`src/rtl/mem_access_unit.sv`:
```
// mem_access_unit: memory stage of the RISC-V pipeline.
// It takes the EX/MEM bundle, aligns store data onto byte lanes and drives
// a valid/ready data-memory port. It extracts and extends load data and
// emits a single-cycle writeback bundle.
// Optional feature: define MEM_TIMEOUT_EN to abort a load with bus_err if no
// response arrives within WAIT_TIMEOUT cycles.
module mem_access_unit #(
  parameter int unsigned WAIT_TIMEOUT = 64
) (
  input  logic        clk,
  input  logic        rst,
  input  logic        ex_valid,
  input  logic [31:0] ex_inst,
  input  logic [31:0] ex_alu,
  input  logic [31:0] ex_wdata,
  output logic        ex_ready,
  output logic        dmem_req_valid,
  input  logic        dmem_req_ready,
  output logic [31:0] dmem_addr,
  output logic [3:0]  dmem_we,
  output logic [31:0] dmem_wdata,
  input  logic        dmem_resp_valid,
  input  logic [31:0] dmem_rdata,
  output logic        wb_valid,
  output logic        wb_we,
  output logic [4:0]  wb_rd,
  output logic [31:0] wb_data,
  output logic        misaligned,
  output logic        bus_err
);

  localparam logic [4:0] OP_LOAD   = 5'b00000;
  localparam logic [4:0] OP_STORE  = 5'b01000;
  localparam logic [4:0] OP_LUI    = 5'b01101;
  localparam logic [4:0] OP_AUIPC  = 5'b00101;
  localparam logic [4:0] OP_JAL    = 5'b11011;
  localparam logic [4:0] OP_JALR   = 5'b11001;
  localparam logic [4:0] OP_OP     = 5'b01100;
  localparam logic [4:0] OP_OP_IMM = 5'b00100;

  typedef enum logic [1:0] {
    IDLE      = 2'd0,
    REQ       = 2'd1,
    WAIT_RESP = 2'd2
  } state_t;

  state_t      state_r;
  logic [4:0]  rd_r;
  logic [2:0]  funct3_r;
  logic [1:0]  addr_lo_r;
  logic        is_load_r;

  logic [4:0]  opcode_s;
  logic [2:0]  funct3_s;
  logic [4:0]  rd_s;
  logic        is_load_s;
  logic        is_store_s;
  logic        writes_rd_s;
  logic        illegal_s;
  logic        misalign_s;
  logic [3:0]  st_we_s;
  logic [31:0] st_wdata_s;
  logic        unused_s;

  // Extract the addressed byte/halfword/word from a read word and extend it.
  function automatic logic [31:0] load_extract(input logic [2:0]  f3,
                                               input logic [1:0]  lo,
                                               input logic [31:0] rdata);
    logic [7:0]  byte_v;
    logic [15:0] half_v;
    logic [31:0] res_v;
    byte_v = rdata[8*lo +: 8];
    half_v = rdata[16*lo[1] +: 16];
    case (f3)
      3'b000:  res_v = {{24{byte_v[7]}}, byte_v};
      3'b100:  res_v = {24'd0, byte_v};
      3'b001:  res_v = {{16{half_v[15]}}, half_v};
      3'b101:  res_v = {16'd0, half_v};
      default: res_v = rdata;
    endcase
    return res_v;
  endfunction

  assign ex_ready = (state_r == IDLE);

  // Fields the decode ignores; folded here so they are visibly consumed.
  assign unused_s = ^{ex_inst[31:15], ex_inst[1:0], 8'(WAIT_TIMEOUT)};

  // Decode the incoming bundle: class, legality, alignment and store lanes.
  always_comb begin
    opcode_s    = ex_inst[6:2];
    funct3_s    = ex_inst[14:12];
    rd_s        = ex_inst[11:7];
    is_load_s   = (opcode_s == OP_LOAD);
    is_store_s  = (opcode_s == OP_STORE);
    writes_rd_s = 1'b0;
    illegal_s   = 1'b0;
    misalign_s  = 1'b0;
    st_we_s     = 4'b1111;
    st_wdata_s  = ex_wdata;

    case (opcode_s)
      OP_LUI, OP_AUIPC, OP_JAL, OP_JALR, OP_OP, OP_OP_IMM, OP_LOAD: writes_rd_s = 1'b1;
      default: writes_rd_s = 1'b0;
    endcase

    if (is_load_s) begin
      case (funct3_s)
        3'b011, 3'b110, 3'b111: illegal_s = 1'b1;
        default:                illegal_s = 1'b0;
      endcase
    end else if (is_store_s) begin
      illegal_s = funct3_s[2] | (funct3_s[1:0] == 2'b11);
    end else begin
      illegal_s = 1'b0;
    end

    case (funct3_s[1:0])
      2'b01:   misalign_s = ex_alu[0];
      2'b10:   misalign_s = (ex_alu[1:0] != 2'b00);
      default: misalign_s = 1'b0;
    endcase

    case (funct3_s[1:0])
      2'b00: begin
        st_we_s    = 4'b0001 << ex_alu[1:0];
        st_wdata_s = {4{ex_wdata[7:0]}};
      end
      2'b01: begin
        st_we_s    = ex_alu[1] ? 4'b1100 : 4'b0011;
        st_wdata_s = {2{ex_wdata[15:0]}};
      end
      default: begin
        st_we_s    = 4'b1111;
        st_wdata_s = ex_wdata;
      end
    endcase
  end

`ifdef MEM_TIMEOUT_EN
  logic [7:0] wait_cnt_r;
`else
  assign bus_err = 1'b0;
`endif

  // Main FSM: accepts bundles, runs the memory handshake, registers all outputs.
  always_ff @(posedge clk) begin
    if (rst) begin
      state_r        <= IDLE;
      wb_valid       <= 1'b0;
      wb_we          <= 1'b0;
      wb_rd          <= 5'd0;
      wb_data        <= 32'd0;
      misaligned     <= 1'b0;
      dmem_req_valid <= 1'b0;
      dmem_addr      <= 32'd0;
      dmem_we        <= 4'b0000;
      dmem_wdata     <= 32'd0;
      rd_r           <= 5'd0;
      funct3_r       <= 3'd0;
      addr_lo_r      <= 2'd0;
      is_load_r      <= 1'b0;
`ifdef MEM_TIMEOUT_EN
      bus_err        <= 1'b0;
      wait_cnt_r     <= 8'd0;
`endif
    end else begin
      // Pulse outputs default low; individual branches raise them.
      wb_valid   <= 1'b0;
      misaligned <= 1'b0;
`ifdef MEM_TIMEOUT_EN
      bus_err    <= 1'b0;
`endif
      case (state_r)
        IDLE: begin
          if (ex_valid) begin
            if (!(is_load_s || is_store_s)) begin
              wb_valid <= 1'b1;
              wb_we    <= writes_rd_s && (rd_s != 5'd0);
              wb_rd    <= rd_s;
              wb_data  <= ex_alu;
            end else if (illegal_s) begin
              wb_valid <= 1'b1;
              wb_we    <= 1'b0;
              wb_rd    <= rd_s;
              wb_data  <= ex_alu;
            end else if (misalign_s) begin
              misaligned <= 1'b1;
            end else begin
              state_r        <= REQ;
              dmem_req_valid <= 1'b1;
              dmem_addr      <= {ex_alu[31:2], 2'b00};
              dmem_we        <= is_store_s ? st_we_s : 4'b0000;
              dmem_wdata     <= is_store_s ? st_wdata_s : 32'd0;
              rd_r           <= rd_s;
              funct3_r       <= funct3_s;
              addr_lo_r      <= ex_alu[1:0];
              is_load_r      <= is_load_s;
            end
          end else begin
            state_r <= IDLE;
          end
        end
        REQ: begin
          if (dmem_req_ready) begin
            dmem_req_valid <= 1'b0;
            dmem_we        <= 4'b0000;
            if (is_load_r) begin
              state_r <= WAIT_RESP;
`ifdef MEM_TIMEOUT_EN
              wait_cnt_r <= 8'd0;
`endif
            end else begin
              state_r  <= IDLE;
              wb_valid <= 1'b1;
              wb_we    <= 1'b0;
              wb_rd    <= rd_r;
            end
          end else begin
            state_r <= REQ;
          end
        end
        WAIT_RESP: begin
          if (dmem_resp_valid) begin
            state_r  <= IDLE;
            wb_valid <= 1'b1;
            wb_we    <= (rd_r != 5'd0);
            wb_rd    <= rd_r;
            wb_data  <= load_extract(funct3_r, addr_lo_r, dmem_rdata);
          end
`ifdef MEM_TIMEOUT_EN
          else if (wait_cnt_r == 8'(WAIT_TIMEOUT - 32'd1)) begin
            state_r <= IDLE;
            bus_err <= 1'b1;
          end else begin
            wait_cnt_r <= wait_cnt_r + 8'd1;
          end
`else
          else begin
            state_r <= WAIT_RESP;
          end
`endif
        end
        default: begin
          state_r        <= IDLE;
          dmem_req_valid <= 1'b0;
          dmem_we        <= 4'b0000;
        end
      endcase
    end
  end

endmodule

```
`config.mk`:
```
export PLATFORM = sky130hd
export DESIGN_NAME = mem_access_unit
export DESIGN_NICKNAME = d
export VERILOG_FILES = /design/src/rtl/mem_access_unit.sv
export SDC_FILE = /design/constraint.sdc
export NUM_CORES = 1
export LEC_CHECK = 0
export CAP_MARGIN = 20
export CORE_MARGIN = 5
export CORE_UTILIZATION = 43
export DETAILED_ROUTE_END_ITERATION = 10
export PLACE_DENSITY = 0.81
export SYNTH_ARGS = -nofsm -noshare
export SYNTH_HDL_FRONTEND = slang
export SYNTH_SLANG_ARGS = --single-unit
```
`constraint.sdc`:
```
create_clock -name clk -period 2.8 [get_ports clk]
set_clock_uncertainty 0.15 [all_clocks]
set_input_delay 0.56 -clock clk [delete_from_list [all_inputs] [get_ports clk]]
set_output_delay 0.56 -clock clk [all_outputs]
set_load 0.005 [all_outputs]
```
==> results, run 1 <==
- The run finished with clean final reports.
- Setup violations remaining at the end of the flow were counted as 0.
- Dividing the detail-routed via count by the number of cells gives 5.40.
- Summed over all nets, the switching power comes to 1.06 mW.
- The clock network accounts for 50.9% of the total power.
- The area of the multi-input gates is 0.00308 mm2.
- The post-synthesis to final-layout area growth is 54.4%.
- The sink of the worst hold path is dmem_wdata[6].
- The largest net degree at the start of global routing is 49.
- The path class of the tightest hold or removal check is in -> reg.
- The critical path data required time is 2.99 ns.
- STA classifies the critical path endpoint as a register.
- The detail route stage leaves a number of antenna-violating nets equal to 0.
- The height of the die is 126 um.
- The die width is 126 um.
- The die covers 0.0160 mm2.
- Sorting the synthesized cells by how often they occur yields nand2_1 (180), dfxtp_1 (120), a21oi_1 (74), nor2_1 (69), clkbuf_1 (40).
- The data arrival time at the worst-slack endpoint is 2.78 ns.
- The worst path uses 92.4% of the clock period.
- The startpoint of the worst hold path is rst.
- The area of the placeable core is 0.0132 mm2.
- The fill cell instance count of the final layout is 1104.
- The final layout contains 1100 nets.
- The register-to-register setup slack is 0.32 ns.
- The final instance count without filler cells is 1148.
- The area of all sequential standard cells is 0.00240 mm2.
- The startpoint identified for the worst register-to-register timing path is state_r[0].
- The share of total power dissipated in sequential elements is 37.3%.
- For this run, the detailed router's first-pass iteration total came to 5.
- The average cell area after synthesis is 7.88 um2.
- The synthesized design contains 120 register bits.
- The number of buffers added by the clock tree synthesis step is 17.
- TritonCTS built the clock tree.
- The final number of max-transition violations is 0.
- For the finished layout, the period the worst path requires is 2.59 ns.
- The top cell type's share of synthesized area is 41.3%.
- On the final layout, the worst hold slack is 0.225 ns.
- The number of cells produced by synthesis is 739.
- Setup repair after global routing left no endpoint under its margin.
- The critical path is of the in -> reg type.
- The routability congestion estimate from global placement is 0.882.
- The number of DRC markers after the initial detailed-route iteration is 436.
- The post-route cell area is 0.00899 mm2.
- The clock root buffer is clkbuf_16.
- The unique cell type count in the Yosys netlist is 55.
- The worst register-to-register path ends at wb_data[25].
- Summed over all instances, the cell type with the most area after synthesis is dfxtp_1.
- Headroom to the max-slew limit came out at 60.9%.
- The clock insertion delay at the later pin of the skew report is 0.41 ns.
- The overall routed net length is 20000 um.
- The total global routing track utilization is 24.3%.
- The H-tree generated during clock tree synthesis spans 4 levels.
- The switching fraction of total power is 22.2%.
- The slew of the pin with the lowest slew margin is 0.586 ns.
- Summed over all nets, the half-perimeter wirelength after detailed placement is 14800 um.
- 0 antenna diodes ended up in the layout.
- The sequential share of the synthesized area is 41.3%.
- The maximum vdd drop is 464 uV.
- The fmax is 387 MHz.
- The initial antenna violation count is 0.
- The fraction of final layout cells sized beyond drive strength 1 is 9.57%.
- Port buffering added 221 buffers.
- Max-cap violations in this run came to 0.
- In this run, placement finished with an instance count of 1116.
- The Yosys step of the flow raised 0 warnings.
- Timing analysis after detailed placement gives a worst setup slack of -0.195 ns.
- The overflow left after global routing is 0.
- The worst register-to-register path has a depth of 8.
- The number of global-route vias before repair is 5823.
- The number of instances resized during post-cts repair is 0.
- For this run, design rule violations remaining after detail routing come to 0.
- The top-level I/O count is 244.
- The analysis attributes to cell leakage a power of 3.17 nW.
- Among all flip-flop cells after synthesis, the most frequent one is dfxtp_1.
- Overall power consumption after layout is estimated at 4.75 mW.
- The total internal power is 3.70 mW.
- The share of async-settable or async-resettable flops after synthesis is 0%.
- In the post-synthesis netlist, the cell with the most instances is nand2_1.
- The number of buffers between clock root and the deepest sink is 2.
- The first-pass GRT wire length is 31100 um.
- In this run the cell area measured after placement is 0.00833 mm2.
- Once the floorplan was initialized, standard cells occupied 44.0% of the core.
- In the post-synthesis netlist, the biggest area contributors are dfxtp_1 (41%), nand2_1 (12%), a21oi_1 (6.4%).
- Along the worst hold path, the cell count comes to 2.
- The clock transition at the register clock pins on the worst setup and hold paths after CTS is 0.05 ns.
- After layout, the worst setup slack is 0.213 ns.
- The TritonCTS sink count is 120.
- The synthesized area is 0.00582 mm2.
- Along the worst path, the maximum fanout reaches 5.
- The final hold violation count came to 0.
- The worst setup path is launched from an input port.
- The count of hold buffers inserted by post-cts repair is 0.
- The routed length per instance is 17.4 um.
- Buffers added to address setup during post-CTS repair amount to 0.
- The count of flip-flops with a built-in enable after synthesis is 0.
- For this block, the via count after detailed routing is 6198.
- The floorplan has 42 rows.
- For this design the ratio of total power to cell area is 529 mW/mm2.
- The power share of the combinational group is 11.8%.
-- final cells by class --
cell class,count,share of cell area [%]
sequential,120,26.7
timing repair buffer,262,28.7
clock buffer,20,5.08
tap,176,2.45
inverter,13,0.543
clock inverter,12,2.20
multi-input combinational,545,34.3
-- flip-flops by register name (all words and copies together), names as in the netlist --
register,cells
addr_lo_r,2
dmem_addr,30
dmem_req_valid,1
dmem_wdata,32
dmem_we,4
funct3_r,3
is_load_r,1
misaligned,1
rd_r,5
state_r,2
wb_data,32
wb_rd,5
wb_valid,1
wb_we,1
-- critical path: stages --
cell	delay, ns
clkdlybuf4s50_1	0.56
inv_1	0.11
ha_1	0.31
o211ai_1	0.09
nand2_1	0.09
or3_2	0.56
or3_1	0.33
a21oi_1	0.15
-- worst max-delay path by stage --
stage	endpoint	slack (ns)	cells past startpoint	startpoint
after detailed placement	is_load_r	-0.20	8	ex_inst[13]
after CTS	is_load_r	0.22	8	ex_inst[13]
final	is_load_r	0.21	8	ex_inst[13]
after global routing	dmem_addr[14]	0.10	10	ex_inst[13]
after floorplan	dmem_addr[22]	0.48	10	ex_inst[13]
after global placement	dmem_addr[14]	-0.14	9	ex_inst[13]
-- cells in the final DEF, fill, tap and decap left out, types with 4 or more instances in the layout --
cell type | synthesis | final
ha_1 | 8 | 8
clkdlybuf4s50_1 | 0 | 220
nor2_1 | 69 | 69
a22o_1 | 10 | 10
nor2b_1 | 7 | 7
o211ai_1 | 20 | 20
dfxtp_1 | 120 | 120
clkbuf_16 | 0 | 17
a21boi_0 | 4 | 4
buf_4 | 5 | 37
a32o_1 | 28 | 28
a21oi_1 | 74 | 74
mux2_2 | 6 | 6
nand3_1 | 25 | 25
mux2i_1 | 14 | 14
inv_1 | 12 | 12
a22oi_1 | 16 | 16
buf_12 | 0 | 5
bufinv_16 | 0 | 5
o21ai_0 | 31 | 31
nand2_1 | 180 | 180
-- through the flow --
step           TNS [ns]  utilization (%)
2_1_floorplan         0                -
3_3_place_gp      -7.19             62.9
3_5_place_dp     -10.75             62.9
4_1_cts               0             67.9
5_1_grt               0             67.9
6_report              0             67.9
-- per-layer routing --
metal | global-route usage, % | wire (um)
met1 | 31.4 | 8510
met2 | 38.4 | 9510
met3 | 5.09 | 1120
met4 | 12.2 | 829
met5 | 0 | 0
-- logic make-up (layout without fill, tap and decap cells) --
logic type | after synthesis | after routing | share of synthesized area [%]
fa+ha+maj | 8 | 8 | 1.72
flops | 120 | 120 | 41.3
other cells | 1 | 3 | 0.0644
compound gates | 208 | 208 | 24.3
buf+inv | 76 | 307 | 6.17
mux | 22 | 22 | 4.34
simple gates | 304 | 304 | 22.2
-- power groups by stage --
stage               Combinational [mW]  Clock (mW)  Sequential, mW
floorplan                        0.206           0            1.81
global placement                 0.550           0            1.81
detailed placement               0.556           0            1.81
CTS                              0.560        2.44            1.77
global route                     0.604        2.51            1.78
finish                           0.563        2.42            1.77
Note: power is estimated with default switching activity, not from simulation.
==> inputs of run 2 (changes only) <==
--- a/config.mk
+++ b/config.mk
@@ -9,6 +9,7 @@
 export CORE_MARGIN = 5
 export CORE_UTILIZATION = 43
 export DETAILED_ROUTE_END_ITERATION = 10
+export GPL_TIMING_DRIVEN = 0
 export PLACE_DENSITY = 0.81
 export SYNTH_ARGS = -nofsm -noshare
 export SYNTH_HDL_FRONTEND = slang
==> results, run 2 (synthesis results as in run 1) <==
- The longest clock path from root to sink contains 2 buffers.
- The kind of critical path is in -> reg.
- The flow ran to the end, and the final reports show no timing, DRC or antenna violations.
- Summing over every cut layer, the via total after detailed routing is 6388.
- The placement row count is 42.
- Clock tree synthesis selected as its root buffer the cell clkbuf_16.
- Global routing consumed, over all layers together, 26.1% of the routing resources.
- The path class of the lowest-slack min-delay path is reg -> reg.
- The clock network accounts for 45.6% of the total power.
- Before CTS, the worst setup slack after placement is -0.605 ns.
- STA classifies the critical path startpoint as an input port.
- After detailed routing, the number of remaining DRC violations is 0.
- The post-synthesis to final-layout area growth is 51.3%.
- The number of port buffers is 220.
- The core region is 0.0132 mm2.
- The cell area after placement is 0.00825 mm2.
- Buffers inserted during clock tree synthesis total 17.
- The clock insertion delay at the later pin of the skew report is 0.42 ns.
- Setup repair after global routing left no endpoint under its margin.
- The worst path needs 2.64 ns of the cycle, external delays included.
- Of the available clock period, the critical path in the final layout requires 94.3%.
- In this run the count of I/O pins placed on the die edge is 244.
- The sequential cells in the finished layout cover a total of 0.00240 mm2.
- Net switching is 23.5% of the power.
- Per report_power, the sequential group accounts for 41.4% of the total.
- Combinational logic is responsible for 13.0% of the overall power.
- The biggest fanout along the worst timing path is 10.
- The library cells used most frequently in the layout, excluding fill and tap cells, are clkdlybuf4s50_1 (218), nand2_1 (179), dfxtp_1 (120).
- The detailed router finished its first iteration with 589 violations.
- The slew of the pin with the lowest slew margin is 0.605 ns.
- The number of global-route vias before repair was 6054.
- The net total in the final layout is 1123.
- The fmax is 379 MHz.
- For this run the aggregate overflow at the end of global routing stands at 0.
- The relative slew slack is 59.7%.
- Max-cap violations in this run came to 0.
- IR analysis of the VDD net gives a maximum drop of 401 uV.
- The final number of max-transition violations came to 0.
- The initial cell density of the core is 44.0%.
- Leaving out fill and tap cells, the most frequent cell in the layout is clkdlybuf4s50_1.
- The TritonCTS sink count is 120.
- The initial antenna violation count is 1.
- Dividing the detail-routed wire length by the instance count gives 18.4 um.
- The post-route cell area is 0.00881 mm2.
- The detailed placer's ending HPWL is 16500 um.
- The total internal power is 3.28 mW.
- The analysis attributes to net switching a power of 1.01 mW.
- Once detail routing completed, the nets flagged for antenna violations numbered 0.
- Adding up every negative setup slack in the final design gives 0 ns.
- Setup violations remaining at the end of the flow were counted as 0.
- For this design the ratio of total power to cell area is 486 mW/mm2.
- STA puts the critical path data arrival time at 2.76 ns.
- In the final layout, the registers with the most flip-flops are dmem_wdata: 32 flops, wb_data: 32 flops, dmem_addr: 30 flops.
- Summing all multi-input logic gate instances after layout gives 0.00308 mm2.
- Measured along the y axis, the die boundary spans 126 um.
- Hold repair after CTS inserted 0 buffers.
- The routability congestion estimate from global placement is 0.944.
- The H-tree depth is 4.
- Fill cells in the final layout number 1153.
- The average via count per standard cell is 5.47.
- The first TritonRoute pass finished after 5 iterations.
- The die width is 126 um.
- The overall routed net length is 21500 um.
- Entering global routing, the biggest net connects 17 pins.
- The first-pass GRT wire length is 32900 um.
- STA classifies the critical path endpoint as a register.
- Once routing completed, OpenROAD measured the worst setup slack at 0.160 ns.
- The post-route netlist has 6.96% of its cells at a drive strength greater than 1.
- The overall power is 4.29 mW.
- TritonCTS built the clock tree.
- The final hold violation count is 0.
- For the worst setup path, the data required time is 2.92 ns.
- The leakage component of the power is 3.07 nW.
- The clock transition at the register clock pins on the worst setup and hold paths after CTS is 0.05 ns.
- The die covers 0.0160 mm2.
==> run 2: routing by layer <==
metal	vias up	global-route usage, %	part of all wire [%]	wire (um)
met4	0	12.6	3.6	782
met2	311	41.1	47	10100
li1	3080	-	-	-
met5	-	0	0	0
met1	2947	33.7	42	9100
met3	50	6.26	7.2	1560
==> run 2: what timing repair did <==
action                     4_1_cts  5_1_grt
gates cloned                     0        0
setup endpoints to repair       74       75
gates resized for setup          5        8
pin swaps                        0        2
setup buffers                    0        2
==> run 2: worst paths after layout <==
path | depth (start not counted) | startpoint | to | slack, ns
worst max-delay path | 9 | ex_inst[6] | dmem_wdata[0] | 0.16
worst min-delay path | 2 | dmem_addr[15] | dmem_addr[15] | 0.30
worst max register to register | 9 | state_r[0] | rd_r[2] | 0.33
worst min register to register | 2 | dmem_addr[15] | dmem_addr[15] | 0.30
==> run 2: power by group through the flow <==
| stage | Clock, mW | Combinational, mW | Sequential [mW] |
|---|---|---|---|
| after CTS | 1.98 | 0.551 | 1.77 |
| final | 1.96 | 0.556 | 1.77 |
| after global routing | 2.04 | 0.596 | 1.78 |
| after global placement | 0 | 0.541 | 1.81 |
| after detailed placement | 0 | 0.545 | 1.81 |
| after floorplan | 0 | 0.206 | 1.81 |
==> run 2: layout make-up <==
cell class | count | area share, %
multi-input combinational | 545 | 34.9
sequential | 120 | 27.3
timing repair buffer | 222 | 25.2
clock buffer | 24 | 5.69
buffer | 63 | 3.64
tap | 176 | 2.50
inverter | 13 | 0.554
clock inverter | 4 | 0.227
antenna | 1 | 0.0284
==> run 2: per-stage QoR <==
stage          util [%]  hold slack (ns)  instances
6_report           66.5            0.301       1168
5_1_grt            66.5            0.318       1168
4_1_cts            66.3            0.303       1165
3_5_place_dp       62.3            0.296       1137
3_3_place_gp       62.3            0.287       1137
2_1_floorplan         -            0.286        741
==> run 2: critical path, stage by stage <==
cell             delay (ns)
clkdlybuf4s50_1        0.48
nor4_4                 0.43
nand3b_2               0.21
or3_1                  0.34
clkbuf_1               0.17
buf_4                  0.21
clkbuf_4               0.21
nand2_1                0.08
a21oi_1                0.06
